### config.mk
export PLATFORM = sky130hd
export DESIGN_NAME = vec_mem_seq_flat
export DESIGN_NICKNAME = d
export VERILOG_FILES = /design/src/rtl/vec_mem_seq_pkg.sv /design/src/rtl/vec_mem_seq_if.sv /design/src/rtl/vec_mem_seq_idx_pipe.sv /design/src/rtl/vec_mem_seq.sv /design/src/flat_wrapper.sv
export SDC_FILE = /design/constraint.sdc
export NUM_CORES = 1
export LEC_CHECK = 0
export BUFFER_PORTS_ARGS = -buffer_cell sky130_fd_sc_hd__buf_2
export CORE_MARGIN = 1
export CORE_UTILIZATION = 47
export CTS_CLUSTER_DIAMETER = 60
export DETAILED_ROUTE_END_ITERATION = 7
export GPL_ROUTABILITY_DRIVEN = 0
export PLACE_DENSITY = 0.76
export SYNTH_ARGS = -nofsm -noshare
export SYNTH_HDL_FRONTEND = slang
export SYNTH_HIERARCHICAL = 1
export SYNTH_SLANG_ARGS = --single-unit
### constraint.sdc
create_clock -name Clk1 -period 1.98 [get_ports Clk1]
set_input_delay 0.198 -clock Clk1 [delete_from_list [all_inputs] [get_ports Clk1]]
set_output_delay 0.198 -clock Clk1 [all_outputs]
set_load 0.05 [all_outputs]
### src/rtl/vec_mem_seq_pkg.sv
// rtl/vec_mem_seq_pkg.sv - shared CVP14 vector memory sequencer constants and types
// Contents: VEC_LEN/DW/AW sizing, element-index width, sequencer state enum.
package cvp14_pkg;

    localparam int VEC_LEN = 16;
    localparam int DW      = 16;
    localparam int AW      = 16;
    localparam int IDX_W   = $clog2(VEC_LEN);

    typedef enum logic [2:0] {
        IDLE     = 3'd0,
        ST_ISSUE = 3'd1,
        LD_ISSUE = 3'd2,
        LD_DRAIN = 3'd3,
        FINISH   = 3'd4
    } vms_state_t;

endpackage

### src/rtl/vec_mem_seq_if.sv
// rtl/vec_mem_seq_if.sv - core/DRAM/vector-file bus of the vector memory sequencer
// Signals: Start/IsStore/BaseAddr[/Stride] request, VecRdData/DataIn read data,
//          Addr/RD/WR/DataOut DRAM side, ElemIdx/VecWrEn/VecWrData vector file side,
//          Busy/Done status. Stride exists only when VMS_STRIDE_EN is defined.
// Modports: slave = sequencer, master = core/DRAM/vector file environment.
interface vms_if;
    import cvp14_pkg::*;

    logic             Start;
    logic             IsStore;
    logic [AW-1:0]    BaseAddr;
`ifdef VMS_STRIDE_EN
    logic [AW-1:0]    Stride;
`endif
    logic [DW-1:0]    VecRdData;
    logic [DW-1:0]    DataIn;
    logic [AW-1:0]    Addr;
    logic             RD;
    logic             WR;
    logic [DW-1:0]    DataOut;
    logic [IDX_W-1:0] ElemIdx;
    logic             VecWrEn;
    logic [DW-1:0]    VecWrData;
    logic             Busy;
    logic             Done;

    modport slave (
`ifdef VMS_STRIDE_EN
        input  Stride,
`endif
        input  Start, IsStore, BaseAddr, VecRdData, DataIn,
        output Addr, RD, WR, DataOut, ElemIdx, VecWrEn, VecWrData, Busy, Done
    );

    modport master (
`ifdef VMS_STRIDE_EN
        output Stride,
`endif
        output Start, IsStore, BaseAddr, VecRdData, DataIn,
        input  Addr, RD, WR, DataOut, ElemIdx, VecWrEn, VecWrData, Busy, Done
    );

endinterface

### src/rtl/vec_mem_seq_idx_pipe.sv
// rtl/vec_mem_seq_idx_pipe.sv - RD_LAT-stage valid+index delay line for returning loads
// Ports: clk_i, rst_ni (async active-low), push_i/idx_i issue side,
//        valid_o/idx_o return side (aligned with DRAM DataIn).
module vms_idx_pipe
    import cvp14_pkg::*;
#(
    parameter int RD_LAT = 1
) (
    input  logic             clk_i,
    input  logic             rst_ni,
    input  logic             push_i,
    input  logic [IDX_W-1:0] idx_i,
    output logic             valid_o,
    output logic [IDX_W-1:0] idx_o
);

    logic [RD_LAT-1:0] valid_q;
    logic [IDX_W-1:0]  idx_q [RD_LAT];

    always_ff @(posedge clk_i or negedge rst_ni) begin
        if (!rst_ni) begin
            valid_q <= '0;
            for (int i = 0; i < RD_LAT; i++) idx_q[i] <= '0;
        end else begin
            valid_q[0] <= push_i;
            idx_q[0]   <= idx_i;
            for (int i = 1; i < RD_LAT; i++) begin
                valid_q[i] <= valid_q[i-1];
                idx_q[i]   <= idx_q[i-1];
            end
        end
    end

    assign valid_o = valid_q[RD_LAT-1];
    assign idx_o   = idx_q[RD_LAT-1];

endmodule

### src/rtl/vec_mem_seq.sv
// rtl/vec_mem_seq.sv - CVP14 vector load/store sequencer between vector file and DRAM
// Ports: Clk1, Reset_n (async active-low), bus (vms_if.slave, see vec_mem_seq_if.sv).
// Parameter RD_LAT (1..3): DRAM read latency in cycles.
// Optional: VMS_STRIDE_EN adds a latched Stride; otherwise the address step is 1.
module vec_mem_seq #(
    parameter int RD_LAT = 1
) (
    input  logic Clk1,
    input  logic Reset_n,
    vms_if.slave bus
);
    import cvp14_pkg::*;

    localparam logic [IDX_W-1:0] LAST_IDX = IDX_W'(VEC_LEN - 1);

    vms_state_t       state_q, state_d;
    logic [AW-1:0]    addr_q, addr_d;
    logic [AW-1:0]    last_addr_q, last_addr_d;
    logic [AW-1:0]    step;
    logic [IDX_W-1:0] elem_q, elem_d;
    logic [IDX_W-1:0] ret_idx;
    logic             ret_valid;
    logic             issuing;
    logic             loading;

`ifdef VMS_STRIDE_EN
    logic [AW-1:0]    stride_q, stride_d;
    assign step = stride_q;
`else
    assign step = AW'(1);
`endif

    assign issuing = (state_q == ST_ISSUE) || (state_q == LD_ISSUE);
    assign loading = (state_q == LD_ISSUE) || (state_q == LD_DRAIN);

    vms_idx_pipe #(.RD_LAT(RD_LAT)) u_idx_pipe (
        .clk_i   (Clk1),
        .rst_ni  (Reset_n),
        .push_i  (state_q == LD_ISSUE),
        .idx_i   (elem_q),
        .valid_o (ret_valid),
        .idx_o   (ret_idx)
    );

    always_comb begin
        state_d     = state_q;
        addr_d      = addr_q;
        last_addr_d = last_addr_q;
        elem_d      = elem_q;
`ifdef VMS_STRIDE_EN
        stride_d    = stride_q;
`endif
        case (state_q)
            IDLE: begin
                if (bus.Start) begin
                    addr_d   = bus.BaseAddr;
                    elem_d   = '0;
`ifdef VMS_STRIDE_EN
                    stride_d = bus.Stride;
`endif
                    state_d  = bus.IsStore ? ST_ISSUE : LD_ISSUE;
                end
            end
            ST_ISSUE, LD_ISSUE: begin
                // Remember the issued address so Addr can hold it once idle.
                last_addr_d = addr_q;
                addr_d      = addr_q + step;
                elem_d      = elem_q + IDX_W'(1);
                if (elem_q == LAST_IDX)
                    state_d = (state_q == ST_ISSUE) ? FINISH : LD_DRAIN;
            end
            LD_DRAIN: begin
                if (ret_valid && (ret_idx == LAST_IDX)) state_d = FINISH;
            end
            FINISH:  state_d = IDLE;
            default: state_d = IDLE;
        endcase
    end

    always_ff @(posedge Clk1 or negedge Reset_n) begin
        if (!Reset_n) begin
            state_q     <= IDLE;
            addr_q      <= '0;
            last_addr_q <= '0;
            elem_q      <= '0;
`ifdef VMS_STRIDE_EN
            stride_q    <= '0;
`endif
        end else begin
            state_q     <= state_d;
            addr_q      <= addr_d;
            last_addr_q <= last_addr_d;
            elem_q      <= elem_d;
`ifdef VMS_STRIDE_EN
            stride_q    <= stride_d;
`endif
        end
    end

    always_comb begin
        bus.WR        = (state_q == ST_ISSUE);
        bus.RD        = (state_q == LD_ISSUE);
        bus.Addr      = issuing ? addr_q : last_addr_q;
        bus.DataOut   = bus.WR ? bus.VecRdData : '0;
        // While loading, the vector file index belongs to the returning element.
        bus.ElemIdx   = loading ? ret_idx : elem_q;
        bus.VecWrEn   = loading && ret_valid;
        bus.VecWrData = bus.VecWrEn ? bus.DataIn : '0;
        bus.Busy      = issuing || (state_q == LD_DRAIN);
        bus.Done      = (state_q == FINISH);
    end

endmodule

### src/flat_wrapper.sv
// flat-port wrapper written by rule: the top's interface ports become plain ports
module vec_mem_seq_flat import cvp14_pkg::*;
#(
    parameter int RD_LAT = 1
)
  (Clk1, Reset_n, bus_Start, bus_IsStore, bus_BaseAddr, bus_VecRdData, bus_DataIn, bus_Addr, bus_RD, bus_WR, bus_DataOut, bus_ElemIdx, bus_VecWrEn, bus_VecWrData, bus_Busy, bus_Done);
  vms_if bus_i ();
  input  logic Clk1;
  input  logic Reset_n;
  input wire logic [$bits(bus_i.Start)-1:0] bus_Start;
  input wire logic [$bits(bus_i.IsStore)-1:0] bus_IsStore;
  input wire logic [$bits(bus_i.BaseAddr)-1:0] bus_BaseAddr;
  input wire logic [$bits(bus_i.VecRdData)-1:0] bus_VecRdData;
  input wire logic [$bits(bus_i.DataIn)-1:0] bus_DataIn;
  output wire logic [$bits(bus_i.Addr)-1:0] bus_Addr;
  output wire logic [$bits(bus_i.RD)-1:0] bus_RD;
  output wire logic [$bits(bus_i.WR)-1:0] bus_WR;
  output wire logic [$bits(bus_i.DataOut)-1:0] bus_DataOut;
  output wire logic [$bits(bus_i.ElemIdx)-1:0] bus_ElemIdx;
  output wire logic [$bits(bus_i.VecWrEn)-1:0] bus_VecWrEn;
  output wire logic [$bits(bus_i.VecWrData)-1:0] bus_VecWrData;
  output wire logic [$bits(bus_i.Busy)-1:0] bus_Busy;
  output wire logic [$bits(bus_i.Done)-1:0] bus_Done;
  assign bus_i.Start = bus_Start;
  assign bus_i.IsStore = bus_IsStore;
  assign bus_i.BaseAddr = bus_BaseAddr;
  assign bus_i.VecRdData = bus_VecRdData;
  assign bus_i.DataIn = bus_DataIn;
  assign bus_Addr = bus_i.Addr;
  assign bus_RD = bus_i.RD;
  assign bus_WR = bus_i.WR;
  assign bus_DataOut = bus_i.DataOut;
  assign bus_ElemIdx = bus_i.ElemIdx;
  assign bus_VecWrEn = bus_i.VecWrEn;
  assign bus_VecWrData = bus_i.VecWrData;
  assign bus_Busy = bus_i.Busy;
  assign bus_Done = bus_i.Done;
  vec_mem_seq #(.RD_LAT(RD_LAT)) u_core (.Clk1(Clk1), .Reset_n(Reset_n), .bus(bus_i));
endmodule
# ---- Word level (Yosys, flattened, before mapping)
# Index checks and enable logic that the tools add are counted.
dict set report op_classes {
  muxes 14
  n_reduce_logical 10
  addsub 2
  eq_ne 9
}
# cell n
set ops {}
lappend ops {{16-bit two-way mux} 4}
lappend ops {{16-bit one-hot mux with 2 select lines} 1}
lappend ops {{16-bit by 1-bit adder with 16-bit output (second input constant)} 1}
lappend ops {{3-bit two-way mux} 4}
lappend ops {{3-bit one-hot mux with 3 select lines} 1}
lappend ops {{4-bit == test (second input constant)} 2}
lappend ops {{4-bit two-way mux} 2}
lappend ops {{4-bit one-hot mux with 2 select lines} 1}
lappend ops {{3-bit by 2-bit == test with 1-bit output (second input constant)} 2}
lappend ops {{4-bit by 1-bit adder with 4-bit output (second input constant)} 1}
lappend ops {{2-bit by 1-bit inequality test with 1-bit output (second input constant)} 2}
lappend ops {{3-bit by 1-bit == test with 1-bit output (second input constant)} 1}
lappend ops {{3-bit == test (second input constant)} 1}
lappend ops {{3-bit logical NOT} 1}
lappend ops {{1-bit logical OR} 3}
lappend ops {{3-bit AND reduction} 1}
lappend ops {{1-bit logical AND} 2}
lappend ops {{2-bit two-way mux} 1}
lappend ops {{2-bit inequality test (second input constant)} 1}
lappend ops {{2-bit AND reduction} 1}
lappend ops {{2-bit nonzero test} 1}
lappend ops {{2-bit OR reduction} 1}
dict set report totals {
  inputBits 52
  register_bits 44
}

# ---- Longest topological paths before layout
# Gate-level depths: netlist (run 1).
dict set report depth {
  depth_word 4
  ltp_mapped 8
  depth_no_buf 6
}

# ---- Modules after synthesis
# The synthesis (run 1) kept the hierarchy.
# mod area_each_um2 instances cells_each seq_area_each_um2
set by_module_without_submodules {}
lappend by_module_without_submodules {vec_mem_seq 2264.7 1 272 975.9}
lappend by_module_without_submodules {vms_idx_pipe 125.1 1 5 125.1}

# ---- Worst setup path before layout (run 1)
# OpenSTA, ideal clock, no wires.
dict set report synth_path {
  path_type {register -> register}
  start {register u_core.state_q[0]}
  end {register u_core.last_addr_q[4]}
  path_slack_ns -0.272
  arrival_time_ns 2.044
  setup_time_ns 0.208
  required_time_ns 1.772
  path_buffers 4
  stages_incl_launch_ff 8
  cell_sequence {dfrtp_1 -> buf_4 -> xnor2_2 -> or2_1 -> buf_2 -> buf_6 -> buf_4 -> o21ai_1}
}
dict set report synth_via {
  elab_chain_cells 2
  word_cells_on_any_way 3
  cone_classes {2 x eq/ne; 1 x reduce/logical}
}
# item line_no
set synth_lines {}
lappend synth_lines {{start, declared} vec_mem_seq.sv:16} ;# vms_state_t state_q, state_d;
lappend synth_lines {{start signal, assigned} vec_mem_seq.sv:90} ;# state_q <= state_d;
lappend synth_lines {{3-bit by 1-bit == test with 1-bit output or 3-bit by 2-bit == test with 1-bit output (tied branches)} vec_mem_seq.sv:53} ;# case (state_q)
lappend synth_lines {{2-bit OR reduction (*)} vec_mem_seq.sv:53}
lappend synth_lines {{end signal, assigned} vec_mem_seq.sv:92} ;# last_addr_q <= last_addr_d;
lappend synth_lines {{end, declared} vec_mem_seq.sv:18} ;# logic [AW-1:0] last_addr_q, last_addr_d;
# Every way passes the cells marked *; elsewhere a longest branch is shown, timed or not.
# A chain may end at the register's enable or synchronous reset.

# ---- Worst setup path after layout (run 1)
dict set report layout_path {
  start {register u_core.state_q[0]}
  end {output bus_Addr[4]}
}
dict set report layout_via {
  elab_chain_cells 3
  word_cells_on_any_way 4
  cone_classes {2 x eq/ne; 1 x mux; 1 x reduce/logical}
}
# item line_no
set layout_lines {}
lappend layout_lines {{3-bit by 1-bit == test with 1-bit output or 3-bit by 2-bit == test with 1-bit output (tied branches)} vec_mem_seq.sv:33} ;# assign issuing = (state_q == ST_ISSUE) || (state_q == LD_ISSUE);
lappend layout_lines {{1-bit logical OR (*)} vec_mem_seq.sv:33}
lappend layout_lines {{16-bit two-way mux (*)} vec_mem_seq.sv:103} ;# bus.Addr = issuing ? addr_q : last_addr_q;
lappend layout_lines {{end, declared} flat_wrapper.sv:15} ;# output wire logic [$bits(bus_i.Addr)-1:0] bus_Addr;
# Marked as above.

==> results of run 1 <==
==> worst max-delay path: stages (launching register included) <==
cell,delay [ns]
dfrtp_1,0.43
xnor2_2,0.19
or2_4,0.28
buf_12,0.15
o21ai_2,0.16
buf_6,0.18
==> state kept, by name, indices dropped and copies added (netlist names) <==
name	count
u_core/state_q	3
u_core/u_idx_pipe/idx_o	4
u_core/last_addr_q	16
u_core/elem_q	4
u_core/u_idx_pipe/valid_o	1
u_core/addr_q	16
==> layer usage <==
metal | routed length (um) | track usage
met5 | 0 | 0
met4 | 81 | 0.0919
met3 | 566 | 0.0494
met2 | 3530 | 0.453
met1 | 2660 | 0.291
==> where the power goes <==
part	internal, mW	switching (mW)	total (mW)
Clock	0.250	0.327	0.577
Combinational	0.0494	0.0533	0.103
Sequential	0.905	0.00939	0.914
Total	1.20	0.389	1.59
==> cell usage in the layout, fill, tap and decap left out, types with 3 or more instances in the layout <==
| cell type | Yosys | layout |
|---|---|---|
| buf_2 | 5 | 75 |
| nand2_1 | 71 | 66 |
| dfrtp_1 | 44 | 43 |
| and3_1 | 23 | 23 |
| and2_1 | 18 | 18 |
| clkbuf_4 | 0 | 17 |
| buf_6 | 2 | 17 |
| nor2_1 | 18 | 17 |
| nand3_1 | 11 | 11 |
| o21ai_1 | 12 | 10 |
| a21oi_1 | 10 | 10 |
| buf_4 | 2 | 9 |
| clkbuf_8 | 0 | 5 |
| nand2_2 | 0 | 5 |
| xor2_1 | 4 | 4 |
| inv_1 | 3 | 3 |
| a221o_1 | 3 | 3 |
| o22ai_1 | 3 | 3 |
| a31oi_1 | 3 | 3 |
==> worst paths after layout <==
| kind | from | endpoint | slack, ns | depth (start not counted) |
|---|---|---|---|---|
| max in group asynchronous | Reset_n | u_core/state_q[2] | 1.06 | 3 |
| min reg2reg | u_core/elem_q[3] | u_core/u_idx_pipe/idx_o[3] | 0.45 | 0 |
| max reg2reg | u_core/state_q[0] | u_core/addr_q[9] | 0.09 | 7 |
| max | u_core/state_q[0] | bus_Addr[4] | 0.07 | 5 |
| min in group asynchronous | Reset_n | u_core/last_addr_q[9] | 0.50 | 3 |
| min | bus_BaseAddr[0] | u_core/addr_q[0] | 0.12 | 2 |
==> synth_stat cells, drive strengths merged, types with 2 or more instances <==
| cell | n | area share |
|---|---|---|
| nand2 | 71 | 0.11 |
| dfrtp | 44 | 0.46 |
| and3 | 23 | 0.060 |
| nor2 | 19 | 0.033 |
| and2 | 18 | 0.047 |
| o21ai | 14 | 0.029 |
| a21oi | 11 | 0.025 |
| nand3 | 11 | 0.023 |
| buf | 9 | 0.026 |
| clkbuf | 6 | 0.0094 |
| xor2 | 4 | 0.015 |
| a221o | 3 | 0.013 |
| a31oi | 3 | 0.0079 |
| inv | 3 | 0.0047 |
| nand4 | 3 | 0.010 |
| nor3 | 3 | 0.0084 |
| o22ai | 3 | 0.0079 |
| a22oi | 2 | 0.0063 |
| a311oi | 2 | 0.0073 |
| ha | 2 | 0.010 |
| mux2i | 2 | 0.0084 |
| nand2b | 2 | 0.0052 |
| nand3b | 2 | 0.0063 |
| nor2b | 2 | 0.0052 |
| nor4 | 2 | 0.0079 |
| o31ai | 2 | 0.0063 |
==> kinds of logic after synthesis <==
logic type               Yosys count  share of synthesized area
AO/OA/AOI/OAI                     47                      0.130
buffers and inverters             18                     0.0403
flip-flops                        44                      0.461
multiplexers                       3                     0.0131
AND/OR/NAND/NOR                  158                      0.324
XOR/XNOR                           5                     0.0215
adder cells (fa/ha/maj)            2                     0.0105
==> cell type report <==
class                      count  area, sq um  area share
sequential                    44         1100       0.331
tap                           67         83.8      0.0252
multi-input combinational    215         1220       0.365
timing repair buffer         121          825       0.247
clock buffer                   5         68.8      0.0207
inverter                       3         11.3     0.00338
clock inverter                 3         23.8     0.00713
==> what timing repair did <==
| action | 4_1_cts | 5_1_grt |
|---|---|---|
| pin swaps | 1 | 2 |
| hold buffers | 1 | 0 |
| cloned | 1 | 0 |
| buffers inserted | 0 | 1 |
| hold endpoints to repair | 44 | 0 |
| endpoints found under the setup margin | 15 | 41 |
| resized for setup | 9 | 63 |
==> results.md, run 1 <==
- Worst Max-Slew Pin Slew: 0.963 ns
- Die Y: 73.3 um
- Final Hold Vio Count: 0
- Routed Wire Length: 6840 um
- Clock transition at path regs: 0.09 ns
- Syn nets: 331
- Io pins: 109
- Data arrival, critical path: 1.71 ns
- Total core area: 0.00482 sq mm
- # setup viols final: 0
- Status: complete, no violations
- Critical path endpoint category: primary output
- ANT cells: 0
- Worst Hold Class: primary input to register
- Synth-to-layout area growth: 39.4%
- Via count: 2400
- DR WL/cell: 14.9 um
- Critical path class: register to primary output
- Core Util, Final: 0.692
- Max Slew Vio Count: 0
- Crit path max fanout: 18
- Final setup TNS: 0 ns
- Remaining DRCs: 0
- Worst-Skew Late Latency: 0.31 ns
- Die Area: 0.00537 sq mm
- GR Overflow Total: 0
- Clock skew: 0.0114 ns
- P_leak: 1.80 nW
- CTS Root Cell: clkbuf_8
- Synth Cell Area: 0.00239 sq mm
- Slew HR: 0.353
- RSZ-0062 raised after global routing: yes
- Setup crit start kind: register
- Layout fillers: 403
- Worst hold slack: 0.122 ns
- Buffers on Ports: 108
- Max clock buf depth: 2
- Placed cells: 447
- Final period util: 0.966
- Starting Density: 0.496
- Initial drt markers: 161
- EDFF count, synth: 0
- Vias in the first global route: 2172
- Synth unique cells: 45
- Post-Synthesis Cells: 277
- Synth Register Bits: 44
- Final ANT Viol Nets: 0
- DRT Pass-1 Iters: 4
- Drt via density: 5.24
- Post-synth ARST share: 1.00
- Final #Nets: 444
- CP required: 1.78 ns
- Design area: 0.00333 sq mm
- First-pass GRT wire length: 10000 um
- Sequential cell area fraction in the yosys report: 0.461
- DP Worst Slack: 0.245 ns
- Power density over cell area: 478 mW/mm^2
- Largest net degree at the start of global routing: 45
- H-tree Lvls: 2
- Final std cells w/o fill: 458
- Layout cell share with drive strength beyond 1: 0.373
- Ys flop type: dfrtp_1
- Final HPWL DP: 4680 um
- Placed cell area: 0.00302 sq mm
- Number of antenna violations at the first check in global routing: 0
- Syn. warnings: 6
- Final setup margin: 0.0682 ns
- Max cap viols: 0
- Die X: 73.3 um
- Sink Count: 44
- Overall routing resource usage: 0.249
- Fmax achieved: 523 MHz
- CTS tree: yes
- Worst vdd rail ir drop: 0.000590 V
- # rows: 25
- Avg Inst Size Synth: 8.63 sq um
- Pwr Total: 1.59 mW
- CTS Buf Count: 5
- Min Tclk post-route: 1.91 ns
No activity file was read; power rests on OpenSTA's default activity.
==> run 2, diff against run 1 <==
REMOVE_ABC_BUFFERS = 1   (was unset)
==> run 2 against run 1 <==
Combinational power about the same; critical path type unchanged; die area is the same; largest cell class unchanged; via count decreased by 0.38%; cell count is 0.66% higher; routed wire length fell by 10%; critical path depth grew 1.
==> results.md, run 2 (synthesized netlist as in run 1, its figures left out) <==
- Status: complete, no violations
- Crit-path cells: xnor2_2 > or2_4 > buf_12 > nand2_1 > nand2_1 > clkbuf_4
- # setup viols final: 0
- Critical path class: register to primary output
- ANT cells: 0
- Routed Wire Length: 6140 um
- Final ANT Viol Nets: 0
- DRT Pass-1 Iters: 4
- Critical path endpoint category: primary output
- Die X: 73.3 um
- Slew HR: 0.283
- Worst hold slack: 0.138 ns
- WP buf/inv: 2
- GR Overflow Total: 0
- Sink Count: 44
- Die Y: 73.3 um
- Worst vdd rail ir drop: 0.000499 V
- Worst-Skew Late Latency: 0.29 ns
- Buffers on Ports: 108
- Die Area: 0.00537 sq mm
- First-pass GRT wire length: 9110 um
- Final period util: 0.966
- Largest net degree at the start of global routing: 45
- Starting Density: 0.496
- Number of antenna violations at the first check in global routing: 0
- Fmax achieved: 523 MHz
- CTS Root Cell: clkbuf_8
- Overall routing resource usage: 0.220
- DR WL/cell: 13.3 um
- Crit path max-delay family: flip-flops
- Layout fillers: 422
- Max Slew Vio Count: 0
- Power density over cell area: 507 mW/mm^2
- Crit path max fanout: 18
- CTS Buf Count: 5
- Regs by FF count: u_core/addr_q (16), u_core/last_addr_q (16)
- Io pins: 109
- Most frequent cells in the layout: buf_2, nand2_1, dfrtp_1
- Final HPWL DP: 4080 um
- Setup crit start kind: register
- H-tree Lvls: 2
- Max clock buf depth: 2
- Vias in the first global route: 2058
- Final Hold Vio Count: 0
- Total core area: 0.00482 sq mm
- Layout cell share with drive strength beyond 1: 0.360
- P_leak: 1.81 nW
- Via count: 2391
- CP max stage delay: 0.43 ns
- Drt via density: 5.19
- Design area: 0.00332 sq mm
- Initial drt markers: 104
- Clock transition at path regs: 0.08 ns
- Clock skew: 0.00851 ns
- Worst Max-Slew Pin Slew: 1.07 ns
- Min Tclk post-route: 1.91 ns
- CTS tree: yes
- Placed cell area: 0.00302 sq mm
- # rows: 25
- CP required: 1.78 ns
- Synth-to-layout area growth: 39.0%
- Data arrival, critical path: 1.71 ns
- Max cap viols: 0
- Slowest-stage cell, CP: dfrtp_1
- Worst Hold Class: primary input to register
- RSZ-0062 raised after global routing: yes
- Remaining DRCs: 0
- Final #Nets: 447
- Crit-path most repeated cell: nand2_1
## run 2: cell count changes in the layout (fill, tap and decap cells not counted), sizes merged
cell and delta:
buf +5, bufbuf -1, bufinv +1, clkinvlp -2
## run 2: through the flow
stage,setup TNS [ns],total power [mW],setup slack [ns],utilization,cells
2_1_floorplan,-10.54,0.958,-0.424,-,262
6_report,0,1.68,0.0680,0.689,461
3_5_place_dp,0,1.03,0.224,0.626,447
4_1_cts,0,1.69,0.00375,0.655,458
3_3_place_gp,0,1.03,0.251,0.626,447
5_1_grt,-0.112,1.74,-0.0204,0.689,461
## run 2: cell type report
type                    count  area (sq um)  share of cell area
inverters                   3          11.3             0.00339
multi-input cells         215          1200               0.362
flip-flops and latches     44          1100               0.332
clock buffers               6          72.6              0.0219
clock inverters             2          35.0              0.0106
well taps                  67          83.8              0.0252
repair buffers            124           813               0.245
## run 2: per-layer routing
| metal | share of wire | track usage | vias up |
|---|---|---|---|
| met5 | 0 | 0 | - |
| met4 | 0.012 | 0.0534 | 0 |
| met3 | 0.061 | 0.0343 | 8 |
| met2 | 0.50 | 0.384 | 93 |
| met1 | 0.42 | 0.289 | 1108 |
| li1 | - | - | 1182 |
## run 2: where the power goes
part / switching, mW / leakage [nW] / internal, mW / total (mW)
registers: 0.00971 / 0.538 / 0.905 / 0.915
logic: 0.0521 / 1.22 / 0.0494 / 0.101
clock network: 0.292 / 0.0552 / 0.375 / 0.666
## run 2: repair_timing
item | CTS | global route
pin swaps | 1 | 1
hold buffers | 1 | 0
setup endpoints to repair | 7 | 36
cloned | 0 | 1
endpoints found under the hold margin | 25 | 0
setup buffers | 2 | 2
gates resized for setup | 2 | 63
## run 2: final timing paths
| path | from | end | slack [ns] | cells past startpoint |
|---|---|---|---|---|
| worst max-delay path | u_core/state_q[1] | bus_Addr[5] | 0.07 | 6 |
| worst min-delay path | bus_BaseAddr[0] | u_core/addr_q[0] | 0.14 | 2 |
| worst max register to register | u_core/addr_q[0] | u_core/addr_q[12] | 0.18 | 6 |
| worst min register to register | u_core/elem_q[3] | u_core/u_idx_pipe/idx_o[3] | 0.44 | 0 |
| max in group asynchronous | Reset_n | u_core/state_q[2] | 1.05 | 3 |
| min in group asynchronous | Reset_n | u_core/last_addr_q[2] | 0.52 | 3 |
==> run 3, diff against run 2 <==
CORE_UTILIZATION = 45   (was 47)
PLACE_DENSITY = 0.73   (was 0.76)
SLEW_MARGIN = 20   (was unset)
==> run 3 against run 2 <==
Die area rose by 4.3%; worst hold slack got worse by 0.017 ns; first-iteration DRC count rose by 49%; register-to-register slack got worse by 0.09 ns; core utilization fell by 1.8 points; sequential share of layout area fell by 1.0 points; sequential power barely moved; largest power group unchanged; highest routed layer unchanged; clock-buffer cell count fell by 1; global-route usage rose by 0.60 points; critical path depth did not move.
==> results.md, run 3 (synthesized netlist as in run 1, its figures left out) <==
- Status: complete, no violations
- Most frequent cells in the layout: buf_2, nand2_1, dfrtp_1
- Number of antenna violations at the first check in global routing: 0
- Worst Hold Class: primary input to register
- Die Y: 74.9 um
- Final ANT Viol Nets: 0
- Worst Max-Slew Pin Slew: 1.00 ns
- Final Hold Vio Count: 0
- Synth-to-layout area growth: 43.5%
- Worst vdd rail ir drop: 0.000427 V
- # rows: 26
- Critical path endpoint category: primary output
- Design area: 0.00343 sq mm
- Sink Count: 44
- Clock transition at path regs: 0.09 ns
- CTS Root Cell: clkbuf_8
- CTS tree: yes
- DP Worst Slack: 0.258 ns
- Setup crit start kind: register
- Drt via density: 5.18
- Max Slew Vio Count: 0
- CTS Buf Count: 5
- First-pass GRT wire length: 9430 um
- Die Area: 0.00561 sq mm
- Vias in the first global route: 2046
- Max clock buf depth: 2
- Fmax achieved: 525 MHz
- Regs by FF count: u_core/addr_q (16), u_core/last_addr_q (16)
- Initial drt markers: 155
- Final setup margin: 0.0735 ns
- Core Util, Final: 0.671
- Layout fillers: 423
- Buffers on Ports: 108
- Clock skew: 0.00789 ns
- # setup viols final: 0
- Critical path class: register to primary output
- Routed Wire Length: 6300 um
- RSZ-0062 raised after global routing: yes
- Die X: 74.9 um
- Placed cell area: 0.00304 sq mm
- Remaining DRCs: 0
- Io pins: 109
- Overall routing resource usage: 0.226
- Worst hold slack: 0.121 ns
- Layout cell share with drive strength beyond 1: 0.389
- H-tree Lvls: 2
- Power density over cell area: 500 mW/mm^2
- Final HPWL DP: 4400 um
- Placed cells: 452
- GR Overflow Total: 0
- P_leak: 1.82 nW
- Data arrival, critical path: 1.71 ns
- Largest net degree at the start of global routing: 22
- Slew HR: 0.325
- Crit path max fanout: 13
- Min Tclk post-route: 1.91 ns
- Final setup TNS: 0 ns
- Via count: 2412
- Commonest non-fill, non-tap cell in the layout: buf_2
- Final #Nets: 449
- Starting Density: 0.468
- Pwr Total: 1.71 mW
- Final std cells w/o fill: 466
- CP required: 1.78 ns
- ANT cells: 0
- DRT Pass-1 Iters: 4
- Total core area: 0.00511 sq mm
- Final period util: 0.963
- Max cap viols: 0
- DR WL/cell: 13.5 um
- Worst-Skew Late Latency: 0.31 ns
## run 3: worst paths after layout
path                       slack [ns]                         end  depth (start not counted)              start
max                              0.07                bus_Addr[14]                          6  u_core/state_q[0]
min                              0.12            u_core/addr_q[7]                          3    bus_BaseAddr[7]
max reg2reg                      0.09            u_core/addr_q[9]                          7  u_core/state_q[1]
min reg2reg                      0.47  u_core/u_idx_pipe/idx_o[1]                          0   u_core/elem_q[1]
max in group asynchronous        1.08            u_core/addr_q[0]                          3            Reset_n
min in group asynchronous        0.33       u_core/last_addr_q[2]                          2            Reset_n
## run 3: timing repair
action,CTS,global route
resized for setup,16,61
buffers inserted,1,3
hold endpoints to repair,15,0
gates cloned,1,0
pin swaps,2,2
hold buffers,1,0
endpoints found under the setup margin,15,49
## run 3: final cells by class
type | count | area (sq um) | area share
multi-input combinational | 215 | 1220 | 0.357
timing repair buffer | 126 | 891 | 0.260
clock inverter | 3 | 42.5 | 0.0124
tap | 70 | 87.6 | 0.0255
inverter | 3 | 11.3 | 0.00328
clock buffer | 5 | 68.8 | 0.0201
sequential | 44 | 1100 | 0.322
## run 3: worst max-delay path: stages, from the launching register on
cell,delay [ns]
dfrtp_1,0.43
xnor2_2,0.29
or2_4,0.21
buf_12,0.14
nand2_1,0.05
nand2_1,0.08
buf_4,0.20
## run 3: routing by layer
metal | GRT usage | part of all wire
met1 | 0.297 | 0.43
met2 | 0.382 | 0.50
met3 | 0.0361 | 0.061
met4 | 0.0755 | 0.011
met5 | 0 | 0
## run 3: report_power, final
part           leakage [nW]  total [mW]  switching, mW  internal (mW)
clock                0.0541       0.694          0.321          0.373
combinational          1.23       0.103         0.0527         0.0506
sequential            0.538       0.915        0.00986          0.905
